### src/rtl/decode_pkg.sv
// Shared RV32I decode definitions: ALU op encoding, opcode and funct constants.
// The execute-stage ALU imports aluop_e from here so both sides agree on encoding.
package decode_pkg;

    localparam int XLEN = 32;

    typedef enum logic [3:0] {
        ALU_ADD  = 4'd0,
        ALU_SUB  = 4'd1,
        ALU_SLL  = 4'd2,
        ALU_SRL  = 4'd3,
        ALU_SRA  = 4'd4,
        ALU_AND  = 4'd5,
        ALU_OR   = 4'd6,
        ALU_XOR  = 4'd7,
        ALU_SLT  = 4'd8,
        ALU_SLTU = 4'd9
    } aluop_e;

    localparam logic [6:0] OPC_OP     = 7'b0110011;
    localparam logic [6:0] OPC_OP_IMM = 7'b0010011;
    localparam logic [6:0] OPC_LUI    = 7'b0110111;
    localparam logic [6:0] OPC_AUIPC  = 7'b0010111;
    localparam logic [6:0] OPC_LOAD   = 7'b0000011;
    localparam logic [6:0] OPC_STORE  = 7'b0100011;
    localparam logic [6:0] OPC_BRANCH = 7'b1100011;
    localparam logic [6:0] OPC_JAL    = 7'b1101111;
    localparam logic [6:0] OPC_JALR   = 7'b1100111;

    localparam logic [2:0] F3_ADD  = 3'b000;
    localparam logic [2:0] F3_SLL  = 3'b001;
    localparam logic [2:0] F3_SLT  = 3'b010;
    localparam logic [2:0] F3_SLTU = 3'b011;
    localparam logic [2:0] F3_XOR  = 3'b100;
    localparam logic [2:0] F3_SR   = 3'b101;
    localparam logic [2:0] F3_OR   = 3'b110;
    localparam logic [2:0] F3_AND  = 3'b111;

    localparam logic [2:0] F3_BEQ  = 3'b000;
    localparam logic [2:0] F3_BNE  = 3'b001;
    localparam logic [2:0] F3_BLT  = 3'b100;
    localparam logic [2:0] F3_BGE  = 3'b101;
    localparam logic [2:0] F3_BLTU = 3'b110;
    localparam logic [2:0] F3_BGEU = 3'b111;

    localparam logic [6:0] F7_BASE = 7'b0000000;
    localparam logic [6:0] F7_ALT  = 7'b0100000;

    typedef struct packed {
        aluop_e     aluop;
        logic [4:0] rs1;
        logic [4:0] rs2;
        logic [4:0] rd;
        logic       src1_pc;
        logic       src2_imm;
        logic       reg_write;
        logic       branch;
        logic [2:0] funct3;
        logic       illegal;
    } ctrl_t;

    // alt selects SUB/SRA; the caller decides whether the alternate form is legal.
    function automatic aluop_e funct3_to_aluop(input logic [2:0] funct3, input logic alt);
        aluop_e op;
        op = ALU_ADD;
        case (funct3)
            F3_ADD:  op = alt ? ALU_SUB : ALU_ADD;
            F3_SLL:  op = ALU_SLL;
            F3_SLT:  op = ALU_SLT;
            F3_SLTU: op = ALU_SLTU;
            F3_XOR:  op = ALU_XOR;
            F3_SR:   op = alt ? ALU_SRA : ALU_SRL;
            F3_OR:   op = ALU_OR;
            F3_AND:  op = ALU_AND;
            default: op = ALU_ADD;
        endcase
        return op;
    endfunction

endpackage

### src/rtl/decode_stage_imm_gen.sv
// Combinational RV32I immediate extraction for every instruction format.
// All immediates sign-extend from bit 31 except the shift amount.
module imm_gen
    import decode_pkg::*;
(
    input  logic [31:0]     instr,
    output logic [XLEN-1:0] imm_i,
    output logic [XLEN-1:0] imm_s,
    output logic [XLEN-1:0] imm_b,
    output logic [XLEN-1:0] imm_u,
    output logic [XLEN-1:0] imm_j,
    output logic [XLEN-1:0] imm_shamt
);

    assign imm_i     = {{20{instr[31]}}, instr[31:20]};
    assign imm_s     = {{20{instr[31]}}, instr[31:25], instr[11:7]};
    assign imm_b     = {{19{instr[31]}}, instr[31], instr[7], instr[30:25], instr[11:8], 1'b0};
    assign imm_u     = {instr[31:12], 12'h000};
    assign imm_j     = {{11{instr[31]}}, instr[31], instr[19:12], instr[20], instr[30:21], 1'b0};
    assign imm_shamt = {27'd0, instr[24:20]};

endmodule

### src/rtl/decode_stage.sv
// RV32I decode pipeline stage: combinational decode ahead of one output register
// bank with valid/ready handshakes on both sides and a synchronous flush.
module decode_stage
    import decode_pkg::*;
#(
    parameter int DATA_WIDTH = XLEN
) (
    input  logic                  clk,
    input  logic                  rst,
    input  logic                  flush,
    input  logic                  in_valid,
    output logic                  in_ready,
    input  logic [31:0]           in_instr,
    input  logic [DATA_WIDTH-1:0] in_pc,
    output logic                  out_valid,
    input  logic                  out_ready,
    output logic [DATA_WIDTH-1:0] out_pc,
    output logic [3:0]            out_aluop,
    output logic [4:0]            out_rs1,
    output logic [4:0]            out_rs2,
    output logic [4:0]            out_rd,
    output logic [DATA_WIDTH-1:0] out_imm,
    output logic                  out_src1_pc,
    output logic                  out_src2_imm,
    output logic                  out_reg_write,
    output logic                  out_branch,
    output logic [2:0]            out_funct3,
    output logic                  out_illegal
);

    logic [6:0] opcode;
    logic [2:0] funct3;
    logic [6:0] funct7;
    logic [DATA_WIDTH-1:0] imm_i, imm_s, imm_b, imm_u, imm_j, imm_shamt;

    ctrl_t                 ctrl_d, ctrl_q;
    logic [DATA_WIDTH-1:0] imm_d, imm_q;
    logic [DATA_WIDTH-1:0] pc_q;
    logic                  valid_q;
    logic                  in_fire;

    assign opcode = in_instr[6:0];
    assign funct3 = in_instr[14:12];
    assign funct7 = in_instr[31:25];

    imm_gen u_imm_gen (
        .instr     (in_instr),
        .imm_i     (imm_i),
        .imm_s     (imm_s),
        .imm_b     (imm_b),
        .imm_u     (imm_u),
        .imm_j     (imm_j),
        .imm_shamt (imm_shamt)
    );

    always_comb begin
        // NOTE: every field gets a default before the case so no path leaves one unassigned (no latches).
        ctrl_d           = '0;
        ctrl_d.aluop     = ALU_ADD;
        ctrl_d.rs1       = in_instr[19:15];
        ctrl_d.rs2       = in_instr[24:20];
        ctrl_d.rd        = in_instr[11:7];
        ctrl_d.funct3    = funct3;
        ctrl_d.reg_write = 1'b1;
        imm_d            = '0;

        case (opcode)
            OPC_OP: begin
                ctrl_d.aluop   = funct3_to_aluop(funct3, funct7 == F7_ALT);
                ctrl_d.illegal = !((funct7 == F7_BASE) ||
                                   (funct7 == F7_ALT && (funct3 == F3_ADD || funct3 == F3_SR)));
            end
            OPC_OP_IMM: begin
                ctrl_d.src2_imm = 1'b1;
                if (funct3 == F3_SLL || funct3 == F3_SR) begin
                    imm_d          = imm_shamt;
                    ctrl_d.aluop   = funct3_to_aluop(funct3, funct7 == F7_ALT);
                    ctrl_d.illegal = !((funct7 == F7_BASE) ||
                                       (funct7 == F7_ALT && funct3 == F3_SR));
                end else begin
                    imm_d        = imm_i;
                    ctrl_d.aluop = funct3_to_aluop(funct3, 1'b0);
                end
            end
            OPC_LUI: begin
                ctrl_d.rs1      = '0;
                ctrl_d.src2_imm = 1'b1;
                imm_d           = imm_u;
            end
            OPC_AUIPC: begin
                ctrl_d.src1_pc  = 1'b1;
                ctrl_d.src2_imm = 1'b1;
                imm_d           = imm_u;
            end
            OPC_LOAD: begin
                ctrl_d.src2_imm = 1'b1;
                imm_d           = imm_i;
            end
            OPC_STORE: begin
                ctrl_d.src2_imm  = 1'b1;
                ctrl_d.reg_write = 1'b0;
                imm_d            = imm_s;
            end
            OPC_BRANCH: begin
                ctrl_d.branch    = 1'b1;
                ctrl_d.reg_write = 1'b0;
                imm_d            = imm_b;
                case (funct3)
                    F3_BEQ, F3_BNE:   ctrl_d.aluop = ALU_SUB;
                    F3_BLT, F3_BGE:   ctrl_d.aluop = ALU_SLT;
                    F3_BLTU, F3_BGEU: ctrl_d.aluop = ALU_SLTU;
                    default:          ctrl_d.illegal = 1'b1;
                endcase
            end
            OPC_JAL: begin
                ctrl_d.src1_pc  = 1'b1;
                ctrl_d.src2_imm = 1'b1;
                imm_d           = imm_j;
            end
            OPC_JALR: begin
                ctrl_d.src2_imm = 1'b1;
                imm_d           = imm_i;
            end
            default: ctrl_d.illegal = 1'b1;
        endcase

        // Illegal bundles still flow so execute can trap, but must not have side effects.
        if (ctrl_d.illegal) begin
            ctrl_d.aluop     = ALU_ADD;
            ctrl_d.reg_write = 1'b0;
            ctrl_d.branch    = 1'b0;
            ctrl_d.src1_pc   = 1'b0;
            ctrl_d.src2_imm  = 1'b0;
            imm_d            = '0;
        end
        if (ctrl_d.rd == 5'd0) ctrl_d.reg_write = 1'b0;
    end

    assign in_ready = !rst && (!valid_q || out_ready);
    assign in_fire  = in_valid && in_ready;

    always_ff @(posedge clk) begin
        // NOTE: sequential state uses non-blocking assignments so all registers update together.
        if (rst) begin
            valid_q <= 1'b0;
            pc_q    <= '0;
            imm_q   <= '0;
            ctrl_q  <= '0;
        end else if (flush) begin
            valid_q <= 1'b0;
        end else if (in_fire) begin
            valid_q <= 1'b1;
            pc_q    <= in_pc;
            imm_q   <= imm_d;
            ctrl_q  <= ctrl_d;
        end else if (out_ready) begin
            valid_q <= 1'b0;
        end
    end

    assign out_valid     = valid_q;
    assign out_pc        = pc_q;
    assign out_imm       = imm_q;
    assign out_aluop     = ctrl_q.aluop;
    assign out_rs1       = ctrl_q.rs1;
    assign out_rs2       = ctrl_q.rs2;
    assign out_rd        = ctrl_q.rd;
    assign out_src1_pc   = ctrl_q.src1_pc;
    assign out_src2_imm  = ctrl_q.src2_imm;
    assign out_reg_write = ctrl_q.reg_write;
    assign out_branch    = ctrl_q.branch;
    assign out_funct3    = ctrl_q.funct3;
    assign out_illegal   = ctrl_q.illegal;

endmodule

### config.mk
export PLATFORM = sky130hd
export DESIGN_NAME = decode_stage
export DESIGN_NICKNAME = d
export VERILOG_FILES = /design/src/rtl/decode_pkg.sv /design/src/rtl/decode_stage_imm_gen.sv /design/src/rtl/decode_stage.sv
export SDC_FILE = /design/constraint.sdc
export NUM_CORES = 1
export LEC_CHECK = 0
export CAP_MARGIN = 20
export CELL_PAD_IN_SITES_DETAIL_PLACEMENT = 1
export CELL_PAD_IN_SITES_GLOBAL_PLACEMENT = 1
export CORE_MARGIN = 5
export CORE_UTILIZATION = 28
export CTS_CLUSTER_DIAMETER = 150
export CTS_CLUSTER_SIZE = 30
export DETAILED_ROUTE_END_ITERATION = 6
export PLACE_DENSITY_LB_ADDON = 0.1
export SETUP_SLACK_MARGIN = 0.05
export SLEW_MARGIN = 20
export SYNTH_ARGS = -nofsm -noshare
export SYNTH_HDL_FRONTEND = slang
export SYNTH_SLANG_ARGS = --single-unit
### constraint.sdc
create_clock -name clk -period 3.2 [get_ports clk]
set_input_delay 0.8 -clock clk [delete_from_list [all_inputs] [get_ports clk]]
set_output_delay 0.8 -clock clk [all_outputs]
set_load 0.01 [all_outputs]
==> results of run 1 <==
cell type report:
| type | instances | area [sq um] |
|---|---|---|
| Clock inverter | 4 | 57.6 |
| Multi-Input combinational cell | 330 | 1810 |
| Tap cell | 180 | 225 |
| Sequential cell | 92 | 1840 |
| Timing Repair Buffer | 187 | 1800 |
| Clock buffer | 12 | 246 |
| Inverter | 6 | 22.5 |
| Fill cell | 1616 | 7710 |
how the worst max path moves through the flow:
stage | cells past startpoint | slack (ns) | start | end
final | 4 | 0.43 | out_ready | in_ready
after global routing | 7 | 0.30 | in_instr[2] | out_imm[1]
after global placement | 6 | 0.15 | in_instr[26] | out_aluop[0]
after detailed placement | 7 | 0.08 | in_instr[2] | out_imm[1]
after floorplan | 5 | 0.66 | in_instr[26] | out_aluop[0]
after CTS | 4 | 0.42 | out_ready | in_ready
state kept, by name (all words and copies together), names as in the netlist:
| register | count |
|---|---|
| out_branch | 1 |
| out_rs2 | 5 |
| out_pc | 32 |
| out_src2_imm | 1 |
| out_imm | 32 |
| out_valid | 1 |
| out_reg_write | 1 |
| out_funct3 | 3 |
| out_rs1 | 5 |
| out_src1_pc | 1 |
| out_rd | 5 |
| out_illegal | 1 |
| out_aluop | 4 |
worst max-delay path: cells and delay by family:
family | cells | cell delay (ns)
simple gates | 2 | 0.14
buf+inv | 2 | 1.02
cells by family after synthesis:
kind of cell           share of synthesized area
AND/OR/NAND/NOR                            0.210
buffers and inverters                     0.0627
flip-flops                                 0.476
multiplexers                             0.00550
AO/OA/AOI/OAI                              0.246
report_power, final:
part           internal, mW  switching (mW)  leakage [nW]
registers              1.17          0.0115         0.745
logic                 0.160           0.152          1.19
clock network         0.635           0.465         0.145
metal layers:
layer | vias up | part of all wire
met2 | 99 | 0.48
met4 | 0 | 0.016
li1 | 1927 | -
met3 | 16 | 0.076
met5 | - | 0
met1 | 1849 | 0.43
placed cells by master, fill, tap and decap left out, drive strengths merged, types with 2 or more instances in the layout:
cell and count:
a211oi 2, a21oi 77, a22o 10, a22oi 4, a31oi 2, a32o 5
and3 2, and3b 3, buf 27, clkbuf 12, clkdlybuf4s50 160, dfxtp 92
inv 7, nand2 126, nand2b 3, nand3 9, nand3b 2, nor2 15
nor2b 4, nor3 8, nor4 2, o2111ai 2, o21a 2, o21ai 30
o31ai 2, or4 2
stage by stage:
stage / cells / power, mW / hold WS (ns) / setup slack, ns
2_1_floorplan: 462 / 1.33 / 0.476 / 0.658
3_3_place_gp: 795 / 1.51 / 0.438 / 0.146
3_5_place_dp: 795 / 1.52 / 0.449 / 0.0818
4_1_cts: 811 / 2.63 / 0.459 / 0.417
5_1_grt: 811 / 2.72 / 0.473 / 0.296
6_report: 811 / 2.59 / 0.455 / 0.426
==> impl_metrics.py, run 1 <==
metrics = {
    "run": {
        "drv_cap": 0,
    },
    "sta": {
        "setup_viol": 0,
        "drv_slew": 0,
        "relSlewSlack": 0.620,
        "finalHoldViolCount": 0,
        "setup_tns_ns": 0,
        "tightest_slew_ns": 0.563,
        "post-route-period-util": 0.867,
        "rsz0062_at_grt": "false",
        "period_needed_ns": 2.77,
        "skew_ns": 0.00719,
        "fmax_ghz": 0.361,
    },
    "grt": {
        "grt_antenna_before_repair": 0,
        "overflow": 0,
        "gr-usage-met3": 0.0598,
        "grt_max_degree": 53,
        "grtUsageMet1": 0.218,
        "first_global_vias": 4177,
        "grt_usage": 0.177,
        "grt_pass1_wl_um": 22600,
        "grt_busiest_layer": "met2",
        "use_met2": 0.290,
    },
    "worst_setup_path": {
        "cpMostUsedCell": "clkdlybuf4s50_1",
        "start_kind": "input pin",
        "regToRegSetupSlack_ns": 1.39,
        "crit_required_ns": 2.40,
        "cp.arrival_ns": 1.97,
        "ff2ff_path_depth": 6,
        "slowest_delay_ns": 0.55,
        "r2r_start": "out_valid",
        "crit_chain": "clkdlybuf4s50_1 > nor2b_1 > nor2_1 > clkdlybuf4s50_1",
        "rr_endpoint": "out_imm[1]",
        "worst-setup-path-type": "input pin to output pin",
        "crit_slowest_cell": "clkdlybuf4s50_1",
        "crit_fanout": 2,
        "end_kind": "output pin",
    },
    "synthesis": {
        "async_flop_share": 0,
        "yosysWarnings": 0,
        "synthFlopType": "dfxtp_1",
        "yosys.area.top_type_share": 0.476,
        "synth_seq_area_share": 0.476,
        "synth_edf_count": 0,
        "yosys_register_bits": 92,
        "synthesis.area_sq_um": 3870,
        "synth_nets": 531,
        "synth_area_per_cell_sq_um": 8.37,
        "yosys.area.top_type": "dfxtp_1",
        "synthTopCellsByArea": "dfxtp_1 (48%), nand2_1 (12%), a21oi_1 (10%)",
        "synth_cell_types": 52,
        "syn_inst": 462,
        "synth_common_cells": "nand2_1 (126), dfxtp_1 (92), a21oi_1 (77)",
        "synth_most_common_cell": "nand2_1",
    },
    "cts": {
        "clk_latency_ns": 0.34,
        "h-tree-depth": 3,
        "clockRootBuffer": "clkbuf_16",
        "cts_resized": 0,
        "cts_buffers": 9,
        "cts_setup_buffers": 0,
        "cts.path.max_buffers": 2,
        "tritoncts": "done",
        "cts_hold_buf": 0,
        "path_clk_slew_ns": 0.06,
        "clkSinkCount": 92,
    },
    "cells_and_area": {
        "n_antenna_cell": 0,
        "area_growth_pct": 55.2,
        "post-route-util": 0.438,
        "final_nets": 695,
        "final_area_sq_um": 6010,
        "drive_gt1_frac": 0.119,
    },
    "floorplanning": {
        "num_rows": 43,
        "boundaryPins": 162,
        "start_util": 0.282,
        "core_sq_um": 13700,
        "die-area_sq_um": 16300,
        "die_h_um": 128,
        "die_x_um": 128,
    },
    "placement": {
        "place_area_sq_um": 5700,
        "io_buffers": 161,
        "hpwl_um": 10600,
        "place_congestion": 0.800,
    },
    "hold_path": {
        "hp-class": "register to register",
        "hold-path-endpoint": "out_pc[10]",
        "hold_depth": 2,
        "min_from": "out_pc[10]",
    },
    "detailed_routing": {
        "drc": 0,
        "routed_wl_um": 14100,
        "detail-route-antenna-nets": 0,
        "first_iter_violations": 155,
        "wl_per_cell_um": 17.4,
        "dr_total_vias": 3891,
        "dr.pass1.iters": 4,
        "via_per_inst": 4.80,
    },
    "power": {
        "ir_worst_vdd_v": 0.000221,
        "power_density_nw_per_um2": 431,
        "p_leak_nw": 2.08,
    },
    "status": {
        "status": "finished, final reports clean",
    },
}
(Power assumes the default switching activity.)
==> inputs of run 2 (changes only) <==
Settings changed: CELL_PAD_IN_SITES_DETAIL_PLACEMENT 1 to unset, CELL_PAD_IN_SITES_GLOBAL_PLACEMENT 1 to unset, PLACE_DENSITY_LB_ADDON 0.1 to unset.
==> run 2 against run 1 <==
  * Combinational power is 2% lower
  * Design area is 0.69% lower
  * Sequential power hardly changed
  * Setup slack improved by 0.0079 ns
  * Clock-buffer cell count decreased by 1
  * Flip-flop and latch count stayed put
  * Total power is 4.3% lower
  * Clock skew shrank 0.0036 ns
  * Clock power shrank 9.7%
  * Largest cell class unchanged
  * Largest power group unchanged
==> impl_metrics.py, run 2 (synthesis results as in run 1) <==
metrics = {
    "status": {
        "status": "finished, final reports clean",
    },
    "sta": {
        "setup_viol": 0,
        "finalHoldViolCount": 0,
        "rsz0062_at_grt": "false",
        "relSlewSlack": 0.685,
        "period_needed_ns": 2.77,
        "fmax_ghz": 0.362,
        "drv_slew": 0,
        "tightest_slew_ns": 0.466,
        "setup_tns_ns": 0,
        "skew_ns": 0.00360,
        "post-route-period-util": 0.864,
        "hold_ws_ns": 0.454,
    },
    "placement": {
        "io_buffers": 161,
        "place_area_sq_um": 5690,
        "hpwl_um": 9950,
        "place_congestion": 0.814,
    },
    "cts": {
        "cts_buffers": 9,
        "clk_latency_ns": 0.35,
        "tritoncts": "done",
        "clockRootBuffer": "clkbuf_16",
        "h-tree-depth": 3,
        "clkSinkCount": 92,
        "cts_resized": 0,
        "path_clk_slew_ns": 0.06,
        "cts.path.max_buffers": 2,
        "cts_setup_buffers": 0,
        "cts_hold_buf": 0,
    },
    "worst_setup_path": {
        "crit_required_ns": 2.40,
        "cp.arrival_ns": 1.97,
        "end_kind": "output pin",
        "rr_endpoint": "out_imm[6]",
        "worst-setup-path-type": "input pin to output pin",
        "r2r_start": "out_valid",
        "ff2ff_path_depth": 6,
        "start_kind": "input pin",
        "crit_fanout": 2,
        "regToRegSetupSlack_ns": 1.29,
    },
    "detailed_routing": {
        "dr.pass1.iters": 4,
        "wl_per_cell_um": 16.2,
        "detail-route-antenna-nets": 0,
        "via_per_inst": 4.75,
        "drc": 0,
        "routed_wl_um": 13100,
        "first_iter_violations": 156,
        "dr_total_vias": 3840,
    },
    "grt": {
        "first_global_vias": 3941,
        "grt_usage": 0.162,
        "grt_pass1_wl_um": 20800,
        "overflow": 0,
        "grt_antenna_before_repair": 0,
        "grt_max_degree": 43,
    },
    "cells_and_area": {
        "final_area_sq_um": 5960,
        "n_antenna_cell": 0,
        "multi_input_area_sq_um": 1810,
        "num-fill-cells": 1396,
        "regArea_sq_um": 1840,
        "drive_gt1_frac": 0.114,
        "area_growth_pct": 54.2,
        "final_nets": 693,
        "final_common_cell": "clkdlybuf4s50_1",
        "layout_common_cells": "clkdlybuf4s50_1 (160), nand2_1 (126), dfxtp_1 (92), a21oi_1 (77), buf_4 (23)",
    },
    "power": {
        "ir_worst_vdd_v": 0.000215,
        "p_leak_nw": 2.06,
        "power_density_nw_per_um2": 415,
    },
    "floorplanning": {
        "core_sq_um": 13700,
        "num_rows": 43,
        "die_x_um": 128,
        "die_h_um": 128,
        "die-area_sq_um": 16300,
        "start_util": 0.282,
        "boundaryPins": 162,
    },
    "hold_path": {
        "min_from": "out_pc[24]",
        "hold_depth": 2,
        "hp-class": "register to register",
        "hold-path-endpoint": "out_pc[24]",
    },
    "run": {
        "drv_cap": 0,
    },
}
-- run 2: cell types whose count changed in the layout (fill, tap and decap cells not counted), sizes merged --
| cell | before | now |
|---|---|---|
| clkinvlp | 1 | 2 |
| buf | 27 | 25 |
| bufinv | 1 | 0 |
| clkbuf | 12 | 11 |
| clkinv | 1 | 2 |
-- run 2: worst max-delay path by stage --
stage,startpoint,slack (ns),to
6_report,out_ready,0.43,in_ready
4_1_cts,out_ready,0.43,in_ready
3_5_place_dp,in_instr[26],0.12,out_aluop[0]
2_1_floorplan,in_instr[26],0.66,out_aluop[0]
3_3_place_gp,in_instr[26],0.13,out_aluop[0]
5_1_grt,out_ready,0.37,in_ready
-- run 2: worst max-delay path, cell delays in order --
cell	delay (ns)
clkdlybuf4s50_1	0.46
nor2b_1	0.05
nor2_1	0.09
clkdlybuf4s50_1	0.56
-- run 2: final cells by class --
cell class,instances,share of cell area
Clock buffer,11,0.0390
Clock inverter,5,0.00629
Inverter,6,0.00378
Multi-Input combinational cell,330,0.303
Sequential cell,92,0.309
Tap cell,180,0.0378
Timing Repair Buffer,185,0.302
-- run 2: layer usage --
metal  vias to the layer above  GRT usage  part of all wire  wire length [um]
met3                        26     0.0644              0.10              1310
met4                         0     0.0751             0.032               418
li1                       1930          -                 -                 -
met2                       134      0.255              0.46              6020
met5                         -          0                 0                 0
met1                      1750      0.194              0.41              5360
-- run 2: power by group --
group          switching, mW  internal [mW]  leakage (nW)
clock                  0.463          0.530         0.126
sequential            0.0117           1.17         0.745
combinational          0.148          0.158          1.19
-- run 2: through the flow --
| step | util | setup slack (ns) | cells | power, mW |
|---|---|---|---|---|
| 5_1_grt | 0.435 | 0.372 | 809 | 2.60 |
| 3_3_place_gp | 0.415 | 0.126 | 793 | 1.51 |
| 4_1_cts | 0.435 | 0.428 | 809 | 2.53 |
| 6_report | 0.435 | 0.434 | 809 | 2.48 |
| 3_5_place_dp | 0.415 | 0.121 | 793 | 1.51 |
| 2_1_floorplan | - | 0.658 | 462 | 1.33 |
